[src/rtl/btn_debounce_pkg.sv]
// Shared types and timing constants for the pushbutton debouncer.
// Channel FSM encoding plus the counter-width helper used by the top and each channel.
package btn_debounce_pkg;

  typedef enum logic [1:0] {
    LO     = 2'd0,
    ARM_HI = 2'd1,
    HI     = 2'd2,
    ARM_LO = 2'd3
  } db_state_t;

  localparam int unsigned DB_10MS_100MHZ = 32'd1000000;
  localparam int unsigned HOLD_1S_100MHZ = 32'd100000000;

  function automatic int unsigned max_u(input int unsigned a, input int unsigned b);
    return (a > b) ? a : b;
  endfunction

  // A CNT_W-bit counter must reach max(DEBOUNCE, HOLD) - 1.
  function automatic int unsigned cnt_width(input int unsigned deb, input int unsigned hold);
    return $clog2(max_u(deb, hold));
  endfunction

endpackage

[src/rtl/btn_debounce_ch.sv]
// One debouncer channel: two-flop synchronizer, four-state qualify FSM and a
// shared debounce/hold counter producing a clean level and a one-shot long-hold pulse.
module btn_debounce_ch
  import btn_debounce_pkg::*;
#(
  parameter int unsigned DEBOUNCE_CYCLES = DB_10MS_100MHZ,
  parameter int unsigned HOLD_CYCLES     = HOLD_1S_100MHZ,
  parameter int unsigned CNT_W           = cnt_width(DEBOUNCE_CYCLES, HOLD_CYCLES)
) (
  input  logic clk,
  input  logic rst_n,
  input  logic btn_raw_i,
  output logic btn_db_o,
  output logic hold_pulse_o
);

  localparam logic [CNT_W-1:0] DB_LAST   = CNT_W'(DEBOUNCE_CYCLES - 32'd1);
  localparam logic [CNT_W-1:0] HOLD_LAST = CNT_W'(HOLD_CYCLES - 32'd1);
  localparam logic [CNT_W-1:0] CNT_ZERO  = CNT_W'(32'd0);
  localparam logic [CNT_W-1:0] CNT_ONE   = CNT_W'(32'd1);

  logic             sync0_q;
  logic             sync1_q;
  db_state_t        state_q, state_d;
  logic [CNT_W-1:0] cnt_q, cnt_d;
  logic             db_q, db_d;
  logic             hold_q, hold_d;
  logic             fired_q, fired_d;

  // Synchronizer chain; only sync1_q is allowed to reach the FSM.
  always_ff @(posedge clk or negedge rst_n) begin
    if (!rst_n) begin
      sync0_q <= 1'b0;
      sync1_q <= 1'b0;
    end else begin
      sync0_q <= btn_raw_i;
      sync1_q <= sync0_q;
    end
  end

  // FSM, counter and output registers.
  always_ff @(posedge clk or negedge rst_n) begin
    if (!rst_n) begin
      state_q <= LO;
      cnt_q   <= CNT_ZERO;
      db_q    <= 1'b0;
      hold_q  <= 1'b0;
      fired_q <= 1'b0;
    end else begin
      state_q <= state_d;
      cnt_q   <= cnt_d;
      db_q    <= db_d;
      hold_q  <= hold_d;
      fired_q <= fired_d;
    end
  end

  // Next-state logic: ARM_* counters exit at their terminal value, HI counter saturates.
  always_comb begin
    state_d = state_q;
    cnt_d   = cnt_q;
    db_d    = db_q;
    hold_d  = 1'b0;
    fired_d = fired_q;
    case (state_q)
      LO: begin
        fired_d = 1'b0;
        if (sync1_q) begin
          state_d = ARM_HI;
          cnt_d   = CNT_ZERO;
        end else begin
          state_d = LO;
        end
      end
      ARM_HI: begin
        if (!sync1_q) begin
          state_d = LO;
          cnt_d   = CNT_ZERO;
        end else if (cnt_q == DB_LAST) begin
          state_d = HI;
          db_d    = 1'b1;
          cnt_d   = CNT_ZERO;
        end else begin
          cnt_d   = cnt_q + CNT_ONE;
        end
      end
      HI: begin
        if (!sync1_q) begin
          state_d = ARM_LO;
          cnt_d   = CNT_ZERO;
        end else if (cnt_q == HOLD_LAST) begin
          // Saturated: the pulse register fires once, the fired flag blocks repeats.
          cnt_d = cnt_q;
          if (!fired_q) begin
            hold_d  = 1'b1;
            fired_d = 1'b1;
          end else begin
            hold_d  = 1'b0;
          end
        end else begin
          cnt_d = cnt_q + CNT_ONE;
        end
      end
      ARM_LO: begin
        if (sync1_q) begin
          state_d = HI;
          cnt_d   = CNT_ZERO;
        end else if (cnt_q == DB_LAST) begin
          state_d = LO;
          db_d    = 1'b0;
          cnt_d   = CNT_ZERO;
          fired_d = 1'b0;
        end else begin
          cnt_d   = cnt_q + CNT_ONE;
        end
      end
      default: begin
        state_d = LO;
        cnt_d   = CNT_ZERO;
        db_d    = 1'b0;
        fired_d = 1'b0;
      end
    endcase
  end

  assign btn_db_o     = db_q;
  assign hold_pulse_o = hold_q;

endmodule

[src/rtl/btn_debounce.sv]
// Multi-button debouncer: N_BTN independent channels, each giving a stable
// level for the downstream pulse filter and a one-shot long-hold flag.
module btn_debounce
  import btn_debounce_pkg::*;
#(
  parameter int unsigned N_BTN           = 5,
  parameter int unsigned DEBOUNCE_CYCLES = DB_10MS_100MHZ,
  parameter int unsigned HOLD_CYCLES     = HOLD_1S_100MHZ
) (
  input  logic             clk,
  input  logic             rst_n,
  input  logic [N_BTN-1:0] btn_raw,
  output logic [N_BTN-1:0] btn_db,
  output logic [N_BTN-1:0] hold_pulse
);

  localparam int unsigned CNT_W = cnt_width(DEBOUNCE_CYCLES, HOLD_CYCLES);

  for (genvar g = 0; g < N_BTN; g++) begin : g_ch
    btn_debounce_ch #(
      .DEBOUNCE_CYCLES (DEBOUNCE_CYCLES),
      .HOLD_CYCLES     (HOLD_CYCLES),
      .CNT_W           (CNT_W)
    ) u_ch (
      .clk          (clk),
      .rst_n        (rst_n),
      .btn_raw_i    (btn_raw[g]),
      .btn_db_o     (btn_db[g]),
      .hold_pulse_o (hold_pulse[g])
    );
  end

endmodule

[config.mk]
export PLATFORM = sky130hd
export DESIGN_NAME = btn_debounce
export DESIGN_NICKNAME = d
export VERILOG_FILES = /design/src/rtl/btn_debounce_pkg.sv /design/src/rtl/btn_debounce_ch.sv /design/src/rtl/btn_debounce.sv
export SDC_FILE = /design/constraint.sdc
export NUM_CORES = 1
export LEC_CHECK = 0
export ABC_AREA = 0
export CORE_MARGIN = 2
export CORE_UTILIZATION = 60
export DETAILED_ROUTE_END_ITERATION = 10
export HOLD_SLACK_MARGIN = 0.05
export PLACE_DENSITY = 0.77
export SLEW_MARGIN = 40
export SYNTH_ARGS = -nofsm -noshare
export SYNTH_HDL_FRONTEND = slang
export SYNTH_SLANG_ARGS = --single-unit
[constraint.sdc]
create_clock -name clk -period 6.5 [get_ports clk]
set_input_delay 0.65 -clock clk [delete_from_list [all_inputs] [get_ports clk]]
set_output_delay 0.65 -clock clk [all_outputs]
set_load 0.005 [all_outputs]
# Yosys cells after proc, flatten, opt, wreduce, memory -nomap -nowiden
# Cells that the tools add are included.
# totals
regBits,170
inputBits,7
output_inout_bits,10
wordCells,285
# op_classes
add_sub_neg,5
n_eq_ne,80
n_mux,130
n_reduce_logical,35
# ops
op,n
27-bit 2-to-1 mux,30
27-bit one-hot mux with 4 select lines,5
27-bit by 1-bit adder with 27-bit output (second input constant),5
27-bit by 20-bit equality test with 1-bit output (second input constant),5
27-bit equality test (second input constant),5
2-bit by 1-bit != test with 1-bit output (second input constant),30
1-bit 2-to-1 mux,55
2-bit 2-to-1 mux,25
5-bit AND reduction,10
2-bit one-hot mux with 4 select lines,5
3-bit != test (second input constant),10
2-bit equality test (second input constant),10
2-bit != test (second input constant),10
3-bit by 1-bit != test with 1-bit output (second input constant),5
1-bit one-hot mux with 3 select lines,5
3-bit AND reduction,5
3-bit nonzero test,5
2-bit by 1-bit equality test with 1-bit output (second input constant),5
2-bit zero test,5
1-bit one-hot mux with 2 select lines,5
2-bit AND reduction,5
2-bit nonzero test,5

# Longest topological paths before layout
# Gate-level depths: netlist of run 1.
# logic_depth
word_depth,4
mapped_depth,8
mapped_depth_nobuf,7

# By module
# From an unflattened synthesis of run 1, not the netlist that was laid out.
# hier_totals
hier_cells,1105
hier_area_um2,10188.5
# by_module_without_submodules
mod,n_inst,cells_per_inst,area_each_um2,seq_area_each_um2
btn_debounce_ch (g_ch[0].u_ch ...),3,210,1970.6,850.8
btn_debounce_ch (g_ch[4].u_ch),1,249,2207.1,850.8
btn_debounce_ch (g_ch[3].u_ch),1,226,2069.5,850.8

# Worst setup path before layout of run 1
# Ideal clock, no wire load.
# synth_path
path_type,reg-to-reg
startpoint,reg g_ch[1].u_ch.cnt_q[0]
endpoint,reg g_ch[1].u_ch.cnt_q[22]
arrival_time_ns,2.084
t_required_ns,6.376
path_slack_ns,4.292
stages_incl_launch_ff,9
synth_period_minus_slack_ns,2.208
path_cell_list,dfrtp_1 -> ha_1 -> nand3_1 -> or2_4 -> or4_4 -> a22oi_2 -> buf_6 -> nor3_1 -> a211o_1
# synth_via
elab_chain_cells,4
word_cells_on_any_way,11
cone_classes,add/sub (1); eq/ne (3); mux (6); reduce/logical (1)
# synth_rtl
element,line_no,text
start: declaration,btn_debounce_ch.sv:25,"logic [CNT_W-1:0] cnt_q, cnt_d;"
start signal: assignment,btn_debounce_ch.sv:51,cnt_q <= cnt_d;
27-bit by 1-bit adder with 27-bit output / 27-bit by 20-bit equality test with 1-bit output (equally long branches),--,
27-bit 2-to-1 mux (on tied branches),"btn_debounce_ch.sv:79, btn_debounce_ch.sv:108, btn_debounce_ch.sv:91",
27-bit 2-to-1 mux (on tied branches),"btn_debounce_ch.sv:105, btn_debounce_ch.sv:76, btn_debounce_ch.sv:88",
27-bit one-hot mux with 4 select lines,btn_debounce_ch.sv:65,case (state_q)
# Several ways; a longest one is shown, not always the timed one. The select of a mux whose other input is x is not followed.
# A chain may end at the register's enable or synchronous reset.

# Worst setup path in the final report of run 1
# layout_path
startpoint,reg g_ch[0].u_ch.cnt_q[9]
endpoint,reg g_ch[0].u_ch.cnt_q[16]
# layout_via
elab_chain_cells,4
word_cells_on_any_way,11
cone_classes,add/sub (1); eq/ne (3); mux (6); reduce/logical (1)
# layout_rtl
element,line_no
start: declaration,btn_debounce_ch.sv:25
start signal: assignment,btn_debounce_ch.sv:51
27-bit by 1-bit adder with 27-bit output / 27-bit by 20-bit equality test with 1-bit output (equally long branches),--
27-bit 2-to-1 mux (on tied branches),"btn_debounce_ch.sv:79, btn_debounce_ch.sv:108, btn_debounce_ch.sv:91"
27-bit 2-to-1 mux (on tied branches),"btn_debounce_ch.sv:105, btn_debounce_ch.sv:76, btn_debounce_ch.sv:88"
27-bit one-hot mux with 4 select lines,btn_debounce_ch.sv:65
# Several ways; a longest one is shown, not always the timed one. The select of a mux whose other input is x is not followed.

==> reports/results.tsv, run 1 <==
stage	metric	value	unit
drt	DRT antenna net count	0	
sta	Tcrit/Tclk final	43.7	%
drt	vias per inst	6.26	
placement	Post-DP Area	9760	sq um
pwr	leakage	0.00413	uW
clocking	clock buffer depth	2	
pwr	Psw	555	uW
cells_and_area	most frequent cells in the layout	170 x dfrtp_1, 119 x nor2_1, 95 x nand2_1, 72 x nand3_1, 46 x xor2_1	
drt	drt initial violations	787	
yosys	Mapped Cells	1052	
global_route	initial antenna violation count	0	
critical_path	RR Endpoint	g_ch[0].u_ch.cnt_q[16]	
sta	# setup viols final	0	
critical_path	Crit Path Class	flop to flop	
drt	final wirelength	20800	um
clocking	H-tree depth	4	
drt	DR vias	7972	
global_route	all-layer global routing usage	25.7	%
clocking	Clock transition at path regs	0.07	ns
critical_path	CP arrival	3.11	ns
cells_and_area	antenna cells	0	
cells_and_area	share of layout cells above drive strength 1	7.00	%
hold_path	Hold Crit Start	g_ch[2].u_ch.sync0_q	
clocking	clk sinks	170	
critical_path	Worst Path Required	6.77	ns
placement	Port Buffers	16	
yosys	Area contributors post-synth	dfrtp_1 45%, nor2_1 4.7%, xor2_1 4.2%	
global_route	total grt overflow	0	
clocking	worst skew pair latency	0.43	ns
clocking	total CTS buffers	17	
global_route	wire length of the first global-routing pass	35300	um
cells_and_area	most common cell after layout, fill and taps aside	dfrtp_1	
yosys	area fraction of the dominant cell type after synthesis	44.5	%
yosys	Post-Syn Area	9550	sq um
pwr	maximum vdd drop	201	uV
floorplanning	Die ar.	16900	sq um
floorplanning	I/O pins	17	
floorplanning	Die H	130	um
sta	setup TNS	0	ns
placement	Placer Congestion	0.936	
hold_path	Hold Path Sink	g_ch[2].u_ch.sync1_q	
hold_path	hold path depth	0	
global_route	vias in the first global route	7472	
critical_path	CP Max Fanout	16	
yosys	Synth Warn #	0	
pwr	Clock Power Share	43.5	%
critical_path	R2R Setup Slk	3.66	ns
critical_path	reg2reg start	g_ch[0].u_ch.cnt_q[9]	
yosys	register area share after synthesis	44.5	%
hold_path	Hold WC Path Type	flop to flop	
clocking	CTS tree	done	
pwr	combinational fraction of design power	5.7	%
clocking	CTS root buf	clkbuf_16	
yosys	Post-synth EDFFs	0	
sta	unrepaired setup endpoints after global routing	no	
pwr	Seq pwr share	50.7	%
floorplanning	starting density of the core	60.8	%
yosys	Async SR Flop Fraction	100	%
critical_path	CP startpoint kind	flop	
sta	achievable clock frequency	352	MHz
critical_path	Crit path largest cell delay	0.61	ns
drt	WL per Instance	16.3	um
sta	worst-case clock skew	0.00977	ns
sta	final worst slack	3.66	ns
sta	worst-margin pin slew	0.811	ns
drt	Pre-Repair DR Iteration Count	6	
floorplanning	chip width	130	um
sta	Max Transition Viols Final	0	
cells_and_area	fill count	1285	
floorplanning	Rows	46	
pwr	Power Density	211	nW/um^2
critical_path	slowest cell on the critical path	nand4b_1	
cells_and_area	fin area	10400	sq um
cells_and_area	Area Growth Syn to Fin	8.48	%
cells_and_area	Sequential cell area	4250	sq um
yosys	Yosys top cell by area	dfrtp_1	
flow_run	# Max-Cap Violations	0	
drt	Residual DRC	0	
yosys	syn_area_per_cell	9.08	sq um
yosys	Yosys reg bits	170	
pwr	sw frac	25.5	%
yosys	Distinct cells, synth	75	
run_status	status	finished, final reports clean	
floorplanning	core area	15700	sq um
placement	post-DP HPWL	13700	um
clocking	Post-CTS Setup Inserts	0	
sta	final hold vios	0	
sta	minimum clock period after layout	2.84	ns
critical_path	R2R depth	6	
cells_and_area	Multi-input gate area	4950	sq um
placement	pre-CTS setup slack	3.77	ns
global_route	largest net degree at the start of global routing	100	
critical_path	worst-path cell chain	or4b_1 > nor4_2 > nand4b_1 > and2_1 > a41oi_1 > a211oi_1	
pwr	Int Pwr	1630	uW
cells_and_area	Final #Nets	1056	
yosys	Mapped Nets	1064	
critical_path	crit end category	flop	
sta	Worst Hold Slack	0.353	ns
yosys	Main synth FF type	dfrtp_1	
sta	Slew HR	45.2	%
## registers in the layout, summed over array words and instances, names as in the netlist, named ones only
name,cells
g_ch.u_ch.btn_db_o,5
g_ch.u_ch.cnt_q,135
g_ch.u_ch.fired_q,5
g_ch.u_ch.hold_pulse_o,5
g_ch.u_ch.state_q,5
g_ch.u_ch.sync0_q,5
g_ch.u_ch.sync1_q,5
## synthesized netlist by cell type (7+ instances only)
cell type / number
nand2_1: 95
xnor2_1: 32
xor2_1: 46
o21ai_0: 40
nand3b_1: 12
a22o_1: 11
nand4_1: 39
inv_1: 24
and4_1: 9
a31oi_1: 16
and2_1: 19
nand2b_1: 7
dfrtp_1: 170
clkbuf_1: 22
buf_4: 12
and3_1: 25
nor2b_1: 9
nor4_1: 21
buf_2: 12
or3_1: 18
nor3_1: 39
nand3_1: 72
nor4b_1: 11
a21oi_1: 41
nor3b_1: 9
nor2_1: 120
## metrics by stage
stage	std cells	total power [uW]	util, %
detailed placement	1239	1250	62.1
floorplan	1052	1200	-
global route	1273	2280	65.9
global placement	1239	1240	62.0
finish	1273	2180	65.9
CTS	1271	2200	65.6
## cells by family after synthesis
family,count (synthesis),synth area share [%]
AOI/OAI and AO/OA,164,11.4
xor gates and xnor gates,78,7.15
adders and majority gates,5,0.655
buffers and inverters,74,3.77
DFF,170,44.5
muxes,11,1.22
and+or+nand+nor,550,31.3
## what timing repair did
action,in CTS,in global routing
resized for setup,0,0
setup endpoints to repair,0,0
hold endpoints to repair,0,17
hold buffers,0,1
## power groups by stage
stage | clock [uW] | combinational, uW | sequential (uW)
2_1_floorplan | 0 | 85.5 | 1110
3_3_place_gp | 0 | 119 | 1120
3_5_place_dp | 0 | 122 | 1130
4_1_cts | 973 | 123 | 1110
5_1_grt | 1030 | 141 | 1110
6_report | 949 | 125 | 1110
## per-layer routing
metal  up-vias  global-route usage (%)  wire, um
met3        36                    5.66      1160
met4         0                    8.03       291
met2       272                    39.4      9530
met5         -                       0         0
met1      3864                    36.6      9830
li1       3800                       -         -
## critical path, delay by kind of cell, from the launching register on
kind            cells  cell delay (ns)
flops               1             0.45
compound gates      2             0.31
simple gates        4             1.93
## area by class of cell
| cell class | instances | share of cell area, % |
|---|---|---|
| clock inverters | 14 | 1.11 |
| well taps | 216 | 2.61 |
| inverters | 24 | 0.870 |
| flip-flops and latches | 170 | 41.1 |
| clock buffers | 18 | 4.24 |
| multi-input cells | 808 | 47.7 |
| repair buffers | 23 | 2.36 |
## worst max path at each step
stage                          startpoint                endpoint  slack, ns  cells after the start
floorplan           g_ch[1].u_ch.cnt_q[0]  g_ch[1].u_ch.cnt_q[22]       4.29                      8
global placement    g_ch[0].u_ch.cnt_q[9]  g_ch[0].u_ch.cnt_q[16]       3.88                      6
detailed placement  g_ch[0].u_ch.cnt_q[9]  g_ch[0].u_ch.cnt_q[16]       3.77                      6
CTS                 g_ch[0].u_ch.cnt_q[9]  g_ch[0].u_ch.cnt_q[16]       3.73                      6
global route        g_ch[0].u_ch.cnt_q[9]  g_ch[0].u_ch.cnt_q[16]       3.52                      6
finish              g_ch[0].u_ch.cnt_q[9]  g_ch[0].u_ch.cnt_q[16]       3.66                      6
No activity file was read; power rests on OpenSTA's default activity.
==> run 2: changes to the inputs <==
==> constraint.sdc (replaced) <==
create_clock -name clk -period 2.83 [get_ports clk]
set_input_delay 0.283 -clock clk [delete_from_list [all_inputs] [get_ports clk]]
set_output_delay 0.283 -clock clk [all_outputs]
set_load 0.005 [all_outputs]
==> run 2 against run 1 <==
Flip-flop and latch count unchanged. Cell count increased by 1.2%. Clock power rose to 2.6 times the previous value. Power rose by 140%. Cell area increased by 1.6%. Critical path type unchanged. Critical endpoint is now g_ch[1].u_ch.cnt_q[26].
==> reports/results.tsv, run 2 (same netlist as run 1, synthesis figures left out) <==
stage	metric	value	unit	change
global_route	largest net degree at the start of global routing	70		was 100
drt	Residual DRC	0		unchanged
placement	Placed Instances	1255		was 1,239
cells_and_area	Final #Nets	1071		was 1,056
cells_and_area	antenna cells	0		unchanged
critical_path	CP startpoint kind	flop		unchanged
hold_path	Hold WC Path Type	input port to flop		was flop to flop
clocking	CTS tree	done		unchanged
pwr	overall power	5270	uW	was 2180 uW
sta	unrepaired setup endpoints after global routing	no		unchanged
cells_and_area	Area Growth Syn to Fin	10.2	%	was 8.48%
drt	drt initial violations	813		was 787
clocking	H-tree depth	4		unchanged
floorplanning	chip width	130	um	unchanged
floorplanning	core area	15700	sq um	unchanged
global_route	total grt overflow	0		unchanged
clocking	worst skew pair latency	0.44	ns	was 0.43 ns
cells_and_area	max reg flops	135		unchanged
placement	Placer Congestion	0.878		was 0.936
clocking	clk sinks	170		unchanged
pwr	maximum vdd drop	448	uV	was 201 uV
floorplanning	starting density of the core	60.8	%	unchanged
sta	worst-case clock skew	0.00980	ns	was 0.00977 ns
run_status	status	finished, final reports clean		unchanged
sta	setup TNS	0	ns	unchanged
sta	worst-margin pin slew	0.770	ns	was 0.811 ns
sta	Tcrit/Tclk final	86.4	%	was 43.7%
placement	post-DP HPWL	14200	um	was 13,700 um
global_route	wire length of the first global-routing pass	35500	um	was 35,300 um
clocking	clock buffer depth	2		unchanged
global_route	vias in the first global route	7461		was 7,472
cells_and_area	most frequent cells in the layout	170 x dfrtp_1, 120 x nor2_1, 95 x nand2_1, 72 x nand3_1, 46 x xor2_1		was 170 x dfrtp_1, 119 x nor2_1, 95 x nand2_1, 72 x nand3_1, 46 x xor2_1
drt	final wirelength	21000	um	was 20,800 um
floorplanning	Die ar.	16900	sq um	unchanged
critical_path	CP arrival	2.77	ns	was 3.11 ns
pwr	Power Density	501	nW/um^2	was 211 nW/um^2
sta	Slew HR	48.3	%	was 45.2%
sta	Worst Hold Slack	0.276	ns	was 0.353 ns
cells_and_area	Final Non-Filler Cells	1288		was 1,273
cells_and_area	share of layout cells above drive strength 1	8.02	%	was 7.00%
sta	minimum clock period after layout	2.45	ns	was 2.84 ns
drt	vias per inst	6.19		was 6.26
flow_run	# Max-Cap Violations	0		unchanged
drt	Pre-Repair DR Iteration Count	5		was 6
sta	achievable clock frequency	409	MHz	was 352 MHz
drt	DRT antenna net count	0		unchanged
critical_path	crit end category	flop		unchanged
critical_path	CP Max Fanout	5		was 16
floorplanning	I/O pins	17		unchanged
global_route	initial antenna violation count	0		unchanged
cells_and_area	most common cell after layout, fill and taps aside	dfrtp_1		unchanged
drt	DR vias	7975		was 7,972
drt	WL per Instance	16.3	um	about the same
clocking	cts repair resizes	0		unchanged
clocking	total CTS buffers	17		unchanged
sta	final hold vios	0		unchanged
cells_and_area	Top reg by flops	g_ch.u_ch.cnt_q		unchanged
sta	# setup viols final	0		unchanged
sta	Max Transition Viols Final	0		unchanged
critical_path	Crit Path Class	flop to flop		unchanged
cells_and_area	Core Util, Final	67.0	%	was 65.9%
global_route	all-layer global routing usage	25.9	%	was 25.7%
placement	Port Buffers	16		unchanged
floorplanning	Rows	46		unchanged
clocking	CTS root buf	clkbuf_16		unchanged
critical_path	Worst Path Required	3.16	ns	was 6.77 ns
clocking	Clock transition at path regs	0.07	ns	about the same
pwr	leakage	0.00421	uW	was 0.00413 uW
floorplanning	Die H	130	um	unchanged
[run 2: changes by cell type in the layout (fill, tap and decap cells not counted), sizes merged]
cell and delta:
buf +15, clkinv -4, bufinv +3, clkinvlp +2, inv -2, clkbuf +1
[run 2: path summary, 6_finish.rpt]
| path | end | slack (ns) | start | depth (start not counted) |
|---|---|---|---|---|
| max | g_ch[1].u_ch.cnt_q[26] | 0.38 | g_ch[1].u_ch.cnt_q[0] | 7 |
| min | g_ch[2].u_ch.sync0_q | 0.28 | btn_raw[2] | 1 |
| max reg2reg | g_ch[1].u_ch.cnt_q[26] | 0.38 | g_ch[1].u_ch.cnt_q[0] | 7 |
| min reg2reg | g_ch[0].u_ch.sync1_q | 0.35 | g_ch[0].u_ch.sync0_q | 0 |
| max in group asynchronous | g_ch[1].u_ch.cnt_q[18] | 1.70 | rst_n | 3 |
| min in group asynchronous | g_ch[3].u_ch.cnt_q[14] | 0.43 | rst_n | 2 |
[run 2: per-layer routing]
layer  wire (um)  track usage (%)
met5           0                0
met4         241             6.45
met2        9920             41.9
met1        9710             35.9
met3        1120             5.54
[run 2: where the power goes]
part / internal [uW] / leakage [uW] / switching, uW
combinational: 108 / 0.00159 / 199
clock: 1420 / 0.000286 / 1000
sequential: 2470 / 0.00233 / 64.0
[run 2: timing repair]
action,in CTS,in global routing
hold buffers,1,0
hold endpoints to repair,66,0
buffers inserted,0,0
[run 2: cell type report]
cell class	instances	area [sq um]
Clock buffer	19	443
Clock inverter	13	169
Fill cell	1305	5190
Inverter	24	90.1
Multi-Input combinational cell	808	4940
Sequential cell	170	4250
Tap cell	216	270
Timing Repair Buffer	38	354
[run 2: worst max-delay path, stage by stage (launching register included)]
cell,delay (ns)
dfrtp_1,0.39
ha_1,0.19
nand4_1,0.22
nor4_4,0.45
nand3_1,0.19
or4_1,0.51
nor2b_1,0.15
o31a_1,0.24
[run 2: per-stage QoR]
stage / instance area, sq um / worst slack, ns
6_report: 10500 / 0.384
3_5_place_dp: 9890 / 0.409
5_1_grt: 10500 / 0.178
4_1_cts: 10500 / 0.396
2_1_floorplan: 9550 / 0.622
3_3_place_gp: 9890 / 0.478
